`config.mk`:
```
export PLATFORM = sky130hd
export DESIGN_NAME = lvt_multi_regfile
export DESIGN_NICKNAME = d
export VERILOG_FILES = /design/src/rtl/lvt_multi_regfile_pkg.sv /design/src/rtl/lvt_bank.sv /design/src/rtl/lvt_multi_regfile.sv
export SDC_FILE = /design/constraint.sdc
export NUM_CORES = 1
export LEC_CHECK = 0
export CAP_MARGIN = 40
export CORE_MARGIN = 3
export CORE_UTILIZATION = 58
export DETAILED_ROUTE_END_ITERATION = 8
export PLACE_DENSITY = 0.95
export REMOVE_ABC_BUFFERS = 1
export SYNTH_ARGS = -nofsm -noshare
export SYNTH_HDL_FRONTEND = slang
export SYNTH_SLANG_ARGS = --single-unit
```
`constraint.sdc`:
```
create_clock -name clk -period 2.6 [get_ports clk]
set_input_delay 0.52 -clock clk [delete_from_list [all_inputs] [get_ports clk]]
set_output_delay 0.52 -clock clk [all_outputs]
set_load 0.01 [all_outputs]
```
`src/rtl/lvt_multi_regfile_pkg.sv`:
```
// Shared types and helpers for the LVT multi-port register file.
// Latency: none (declarations only).
// Backpressure: not applicable.
package lvt_multi_regfile_pkg;

    // Init sequencer states: SWEEP writes INIT_VALUE one entry per cycle, READY serves traffic
    typedef enum logic {
        SWEEP = 1'b0,
        READY = 1'b1
    } init_state_e;

    // Ceiling log2; clog2(1) = 0
    function automatic int clog2(input int value);
        int res;
        int v;
        res = 0;
        v   = value - 1;
        while (v > 0) begin
            res = res + 1;
            v   = v >> 1;
        end
        return res;
    endfunction

    // LVT entry width: enough bits to name a write port, never narrower than 1
    function automatic int lvt_width(input int nwrite);
        return (nwrite > 1) ? clog2(nwrite) : 1;
    endfunction

endpackage

```
`src/rtl/lvt_bank.sv`:
```
// One 1W1R storage bank: DEPTH x WIDTH, synchronous write, asynchronous read.
// Latency: write visible after the next rising edge; read is combinational.
// Backpressure: none; every asserted write is committed.
module lvt_bank
    import lvt_multi_regfile_pkg::*;
#(
    parameter int WIDTH = 4,
    parameter int DEPTH = 4,
    parameter int AW    = clog2(DEPTH)
) (
    input  logic             clk,
    input  logic             we,
    input  logic [AW-1:0]    waddr,
    input  logic [WIDTH-1:0] wdata,
    input  logic [AW-1:0]    raddr,
    output logic [WIDTH-1:0] rdata
);

    // Storage is deliberately unreset; the init sweep gives it a defined value
    logic [WIDTH-1:0] mem_q [DEPTH];

    // Commit the single write port at the rising edge
    always_ff @(posedge clk) begin
        if (we) begin
            mem_q[waddr] <= wdata;
        end
    end

    assign rdata = mem_q[raddr];

endmodule

```
`src/rtl/lvt_multi_regfile.sv`:
```
// Multi-write multi-read register file built from 1W1R banks plus a live-value table.
// Latency: reads combinational (optional same-cycle forwarding); writes commit at the edge.
// Backpressure: io_ready low during the post-reset init sweep; writes are dropped then.
module lvt_multi_regfile
    import lvt_multi_regfile_pkg::*;
#(
    parameter int               NREAD      = 2,
    parameter int               NWRITE     = 2,
    parameter int               WIDTH      = 4,
    parameter int               DEPTH      = 4,
    parameter int               BYPASS     = 0,
    parameter logic [WIDTH-1:0] INIT_VALUE = '0
) (
    input  logic                            clk,
    input  logic                            reset,
    input  logic [NREAD*clog2(DEPTH)-1:0]   io_rp_idx,
    output logic [NREAD*WIDTH-1:0]          io_rp_data,
    input  logic [NWRITE*clog2(DEPTH)-1:0]  io_wp_idx,
    input  logic [NWRITE-1:0]               io_wp_en,
    input  logic [NWRITE*WIDTH-1:0]         io_wp_data,
    output logic                            io_ready,
    output logic                            io_wr_collision
);

    localparam int AW = clog2(DEPTH);
    localparam int LW = lvt_width(NWRITE);

    init_state_e      state_q, state_d;
    logic [AW-1:0]    cnt_q, cnt_d;
    logic [LW-1:0]    lvt_q [DEPTH];
    logic [LW-1:0]    lvt_d [DEPTH];
    logic             coll_q, coll_d;
    logic             ready;

    logic [AW-1:0]    wp_idx  [NWRITE];
    logic [WIDTH-1:0] wp_data [NWRITE];
    logic [AW-1:0]    rp_idx  [NREAD];
    logic [NWRITE-1:0] wp_acc;
    logic [NWRITE-1:0] wp_win;

    logic [NWRITE-1:0] bank_we;
    logic [AW-1:0]     bank_waddr [NWRITE];
    logic [WIDTH-1:0]  bank_wdata [NWRITE];
    logic [WIDTH-1:0]  bank_rd    [NWRITE][NREAD];

    // Unpack the flat port buses into per-port lanes
    always_comb begin
        for (int w = 0; w < NWRITE; w++) begin
            wp_idx[w]  = io_wp_idx[w*AW +: AW];
            wp_data[w] = io_wp_data[w*WIDTH +: WIDTH];
        end
        for (int r = 0; r < NREAD; r++) begin
            rp_idx[r] = io_rp_idx[r*AW +: AW];
        end
    end

    // State register: FSM, sweep counter, LVT and the collision pulse
    always_ff @(posedge clk or negedge reset) begin
        if (!reset) begin
            state_q <= SWEEP;
            cnt_q   <= '0;
            coll_q  <= 1'b0;
            for (int d = 0; d < DEPTH; d++) begin
                lvt_q[d] <= '0;
            end
        end else begin
            state_q <= state_d;
            cnt_q   <= cnt_d;
            coll_q  <= coll_d;
            lvt_q   <= lvt_d;
        end
    end

    // Next state: walk every entry once, then stay in READY
    always_comb begin
        state_d = state_q;
        cnt_d   = cnt_q;
        case (state_q)
            SWEEP: begin
                cnt_d = cnt_q + 1'b1;
                if (cnt_q == AW'(DEPTH - 1)) begin
                    state_d = READY;
                    cnt_d   = '0;
                end
            end
            READY:   state_d = READY;
            default: state_d = SWEEP;
        endcase
    end

    // FSM output: ready only once the sweep has covered the whole table
    always_comb begin
        ready = (state_q == READY);
    end

    assign io_ready        = ready;
    assign io_wr_collision = coll_q;

    // Accepted writes, and the winner per index (a higher port shadows a lower one)
    always_comb begin
        wp_acc = io_wp_en & {NWRITE{ready}};
        wp_win = wp_acc;
        coll_d = 1'b0;
        for (int i = 0; i < NWRITE; i++) begin
            for (int j = i + 1; j < NWRITE; j++) begin
                if (wp_acc[i] && wp_acc[j] && (wp_idx[i] == wp_idx[j])) begin
                    wp_win[i] = 1'b0;
                    coll_d    = 1'b1;
                end
            end
        end
    end

    // Bank column write ports; during the sweep column 0 is taken over for init
    always_comb begin
        for (int w = 0; w < NWRITE; w++) begin
            bank_we[w]    = wp_win[w];
            bank_waddr[w] = wp_idx[w];
            bank_wdata[w] = wp_data[w];
        end
        if (!ready) begin
            bank_we[0]    = 1'b1;
            bank_waddr[0] = cnt_q;
            bank_wdata[0] = INIT_VALUE;
        end
    end

    // LVT update: ascending port order lets the highest accepted port win
    always_comb begin
        lvt_d = lvt_q;
        if (!ready) begin
            lvt_d[cnt_q] = '0;
        end else begin
            for (int w = 0; w < NWRITE; w++) begin
                if (wp_acc[w]) begin
                    lvt_d[wp_idx[w]] = LW'(w);
                end
            end
        end
    end

    // Bank grid: column w holds port w's writes, row r serves read port r
    for (genvar gw = 0; gw < NWRITE; gw++) begin : g_col
        for (genvar gr = 0; gr < NREAD; gr++) begin : g_row
            lvt_bank #(
                .WIDTH (WIDTH),
                .DEPTH (DEPTH),
                .AW    (AW)
            ) u_bank (
                .clk   (clk),
                .we    (bank_we[gw]),
                .waddr (bank_waddr[gw]),
                .wdata (bank_wdata[gw]),
                .raddr (rp_idx[gr]),
                .rdata (bank_rd[gw][gr])
            );
        end
    end

    // Read mux: LVT picks the bank column, optional forwarding of this cycle's winner
    always_comb begin
        logic [WIDTH-1:0] rd;
        io_rp_data = '0;
        for (int r = 0; r < NREAD; r++) begin
            rd = '0;
            for (int w = 0; w < NWRITE; w++) begin
                if (lvt_q[rp_idx[r]] == LW'(w)) begin
                    rd = bank_rd[w][r];
                end
            end
            if (BYPASS != 0) begin
                for (int w = 0; w < NWRITE; w++) begin
                    if (wp_win[w] && (wp_idx[w] == rp_idx[r])) begin
                        rd = wp_data[w];
                    end
                end
            end
            if (ready) begin
                io_rp_data[r*WIDTH +: WIDTH] = rd;
            end
        end
    end

endmodule

```
==> reports/summary.log <==
qor: sta.setup_repair_after_global_routing_missed_its_margin no
qor: power.vdd_drop_max 0.529 mV
qor: synthesis.flops_latches_synth 40
qor: sta.finalSetupViolations 0
qor: synthesis.synth-warning-count 0
qor: sta.final_hold_violations 0
qor: sta.slew_violations 0
qor: synthesis.synth.mux.area_fraction 0.261
qor: finish.area.sequential 1160 um2
qor: global_routing.global_route.usage.total 0.238
qor: sta.clock.fmax 0.397 GHz
qor: clocking.ctsRootBufferMaster sky130_fd_sc_hd__clkbuf_8
qor: synthesis.synth_area 2130 um2
qor: setup_path.critical_path.max_fanout 4
qor: finish.finalInstanceArea 2670 um2
qor: floorplan.die_wd 66.6 um
qor: sta.postLayoutSetupSlackWorst 0.0784 ns
qor: setup_path.cp.buffers_inverters 3
qor: setup_path.cp_slowest_cell sky130_fd_sc_hd__mux4_2
qor: placement.place_hpwl 3.29 mm
qor: drt.wl_per_cell 21.1 um
qor: drt.vias_per_cell 6.08
qor: floorplan.initial_utilization 0.619
qor: sta.skew 0.00604 ns
qor: synthesis.combinational_family_with_the_most_area_after_synthesis multiplexers
qor: synthesis.distinct_cell_type_count_after_synthesis 33
qor: global_routing.number_of_global_route_vias_before_repair 1432
qor: sta.worst_slew_margin_rel 0.657
qor: run_status.outcome complete, no violations
qor: setup_path.endpoint_kind_of_the_worst_setup_timing_path output port
qor: synthesis.synthCells 133
qor: worst_hold_path.classification_of_the_worst_slack_hold_path input port to async pin
qor: setup_path.timing.critical_path.required 2.08 ns
qor: clocking.h_tree_lvl_count 2
qor: sta.worst_slew_pin_slew 0.513 ns
qor: finish.layout-drive-gt1-share 0.202
qor: synthesis.syn_area_per_cell 16.0 um2
qor: finish.multi_input_comb_area 895 um2
qor: synthesis.synthFlopType sky130_fd_sc_hd__edfxtp_1
qor: finish.final_net_count 202
qor: setup_path.critical_path_class input port to output port
qor: finish.instances_no_fill 224
qor: floorplan.floorplan.die_area 4440 um2
qor: clocking.numCtsBuffers 5
qor: clocking.postCtsHoldBufs 0
qor: power.pwr_density_cell 600 nW/um2
qor: placement.post_dp_cell_area 2500 um2
qor: global_routing.antenna_found_initial 0
qor: clocking.insertion_delay 0.29 ns
qor: placement.preCtsSetupSlack -0.497 ns
qor: setup_path.critPathArrivalTime 2.00 ns
qor: setup_path.worst_path_largest_cell_delay 0.57 ns
qor: synthesis.synth_xor_area_frac 0.00822
qor: floorplan.placementRows 21
qor: drt.antenna_left 0
qor: placement.buffer_ports.inserted 29
qor: clocking.cts_sinks 40
qor: clocking.tritoncts_clock_tree yes
qor: drt.num_vias 1361
qor: finish.antenna_cells 0
qor: synthesis.synth_area_in_compound_gates 0.0487
qor: drt.postRouteWirelength 4.73 mm
qor: flow_run.max-cap-violations 0
qor: synthesis.arithmetic_cell_share_of_the_synthesized_area_counting_full_adders_half_adders_and_majority_gates 0.0235
qor: finish.fillerInstances 213
qor: clocking.clk_transition_reported_paths 0.08 ns
qor: clocking.cts.path.max_buffers 2
qor: drt.drtPass1Iterations 4
qor: sta.timing.final.crit_share 0.970
qor: floorplan.boundaryPins 30
qor: synthesis.synth_area_in_simple_gates 0.0816
qor: floorplan.fp.dieH 66.6 um
qor: setup_path.worstPathCellList clkdlybuf4s15_2 -> mux4_2 -> buf_4 -> mux2i_1 -> nor2b_1 -> dlygate4sd2_1
qor: drt.drt_drc_violations_left 0
qor: drt.drt-initial-drc-count 113
qor: global_routing.grt_first_pass_wirelength 7.07 mm
qor: synthesis.async_reset_ff_frac 0.200
qor: global_routing.grt-ovfl-total 0
qor: setup_path.cp_top_family multiplexers
qor: floorplan.core_area 3440 um2
qor: placement.post-place-cells 210
qor: synthesis.seq_area_frac_synth 0.545
qor: finish.areaGrowthSynthToFinish 25.2%
qor: sta.tns 0 ns
qor: sta.finalCriticalPeriod 2.52 ns
qor: power.static-leakage-power 1.05 nW
qor: setup_path.type_of_element_launching_the_critical_path input port
qor: synthesis.post_synth_edffs 32
qor: placement.globalplace.congestion 0.807
qor: global_routing.maximum_number_of_pins_on_one_net_before_global_route_repair 22
## cells in the final DEF, fill, tap and decap left out, drive strengths merged, types with 2 or more instances in the layout
cell type / instances
clkdlybuf4s50: 17
dfrtp: 8
mux2i: 8
and2: 4
dlygate4sd2: 8
mux4: 18
bufinv: 2
nor2: 4
a31o: 2
xor2: 2
inv: 6
clkbuf: 5
o21ai: 2
nor2b: 7
edfxtp: 32
nor3: 2
nand2b: 3
clkdlybuf4s15: 2
o31ai: 2
buf: 18
ha: 4
nand2: 6
a21oi: 4
or2: 2
## flip-flops by register name, summed over array words and instances (netlist names)
signal                    cells
cnt_q                         2
g_col.g_row.u_bank.mem_q     32
io_ready                      1
io_wr_collision               1
lvt_q                         4
## per-layer routing
layer	part of all wire	global-route usage
met4	0.033	0.127
met5	0	0
met1	0.37	0.265
met3	0.075	0.0691
met2	0.52	0.407
## worst paths after layout
kind,endpoint,slack [ns],start,depth (start not counted)
worst min-delay path,lvt_q[3]$_DFF_PN0_,0.51,reset,1
worst max-delay path,io_rp_data[4],0.08,io_rp_idx[2],6
worst max register to register,g_col[0].g_row[1].u_bank.mem_q[3][3]$_DFFE_PP_,0.67,io_ready$_DFF_PN0_,4
min in group clk,cnt_q[1]$_DFFE_PN0N_,0.58,cnt_q[1]$_DFFE_PN0N_,1
worst min register to register,cnt_q[1]$_DFFE_PN0N_,0.58,cnt_q[1]$_DFFE_PN0N_,1
max in group asynchronous,io_wr_collision$_DFF_PN0_,1.81,reset,1
## cells in the mapped netlist (2+ instances only)
library cell,n,area [um2]
sky130_fd_sc_hd__a21oi_1,4,20.0
sky130_fd_sc_hd__a31o_2,2,17.5
sky130_fd_sc_hd__and2_1,4,25.0
sky130_fd_sc_hd__buf_6,2,22.5
sky130_fd_sc_hd__clkbuf_1,2,7.51
sky130_fd_sc_hd__clkbuf_2,2,10.0
sky130_fd_sc_hd__dfrtp_1,8,200
sky130_fd_sc_hd__edfxtp_1,32,961
sky130_fd_sc_hd__ha_1,4,50.1
sky130_fd_sc_hd__inv_1,6,22.5
sky130_fd_sc_hd__mux2i_1,8,80.1
sky130_fd_sc_hd__mux4_1,16,420
sky130_fd_sc_hd__mux4_2,2,45.0
sky130_fd_sc_hd__nand2_1,6,22.5
sky130_fd_sc_hd__nand2b_1,3,18.8
sky130_fd_sc_hd__nor2_1,4,15.0
sky130_fd_sc_hd__nor2b_1,7,43.8
sky130_fd_sc_hd__nor3_1,2,10.0
sky130_fd_sc_hd__o21ai_0,2,10.0
sky130_fd_sc_hd__o31ai_1,2,15.0
sky130_fd_sc_hd__or2_2,2,12.5
sky130_fd_sc_hd__xor2_1,2,17.5
## final cells by class
type | instances | area share
multi-input combinational | 80 | 0.335
timing repair buffer | 45 | 0.151
clock buffer | 5 | 0.0258
inverter | 6 | 0.00844
sequential | 40 | 0.435
tap | 46 | 0.0216
clock inverter | 2 | 0.0225
## power by group
group          internal (mW)  total [mW]  leakage (nW)  switching, mW
clock network          0.378       0.591        0.0642          0.213
registers              0.717       0.734         0.390         0.0166
logic                  0.155       0.276         0.598          0.121
## cell families after synthesis
kind of cell,count (synthesis)
buf+inv,13
fa+ha+maj,4
xor+xnor,2
simple gates,32
compound gates,15
flops,40
mux,27
## worst register-to-register path, cell delays in order, from the launching register on
cell and delay [ns]:
sky130_fd_sc_hd__dfrtp_1 0.49, sky130_fd_sc_hd__buf_4 0.28, sky130_fd_sc_hd__and3_1 0.25, sky130_fd_sc_hd__o31ai_1 0.12
sky130_fd_sc_hd__a21oi_1 0.44
## what timing repair did
| action | 4_1_cts | 5_1_grt |
|---|---|---|
| buffers inserted | 5 | 2 |
| resized for setup | 23 | 4 |
| pin swaps | 0 | 1 |
| setup endpoints to repair | 8 | 3 |
## metrics by stage
stage	total power, mW	hold slack [ns]	utilization
after floorplan	0.866	0.224	-
after global placement	0.983	0.534	0.727
after detailed placement	0.995	0.562	0.727
after CTS	1.58	0.516	0.775
after global routing	1.65	0.520	0.775
final	1.60	0.513	0.775
Power figures use the tool's default switching activity.
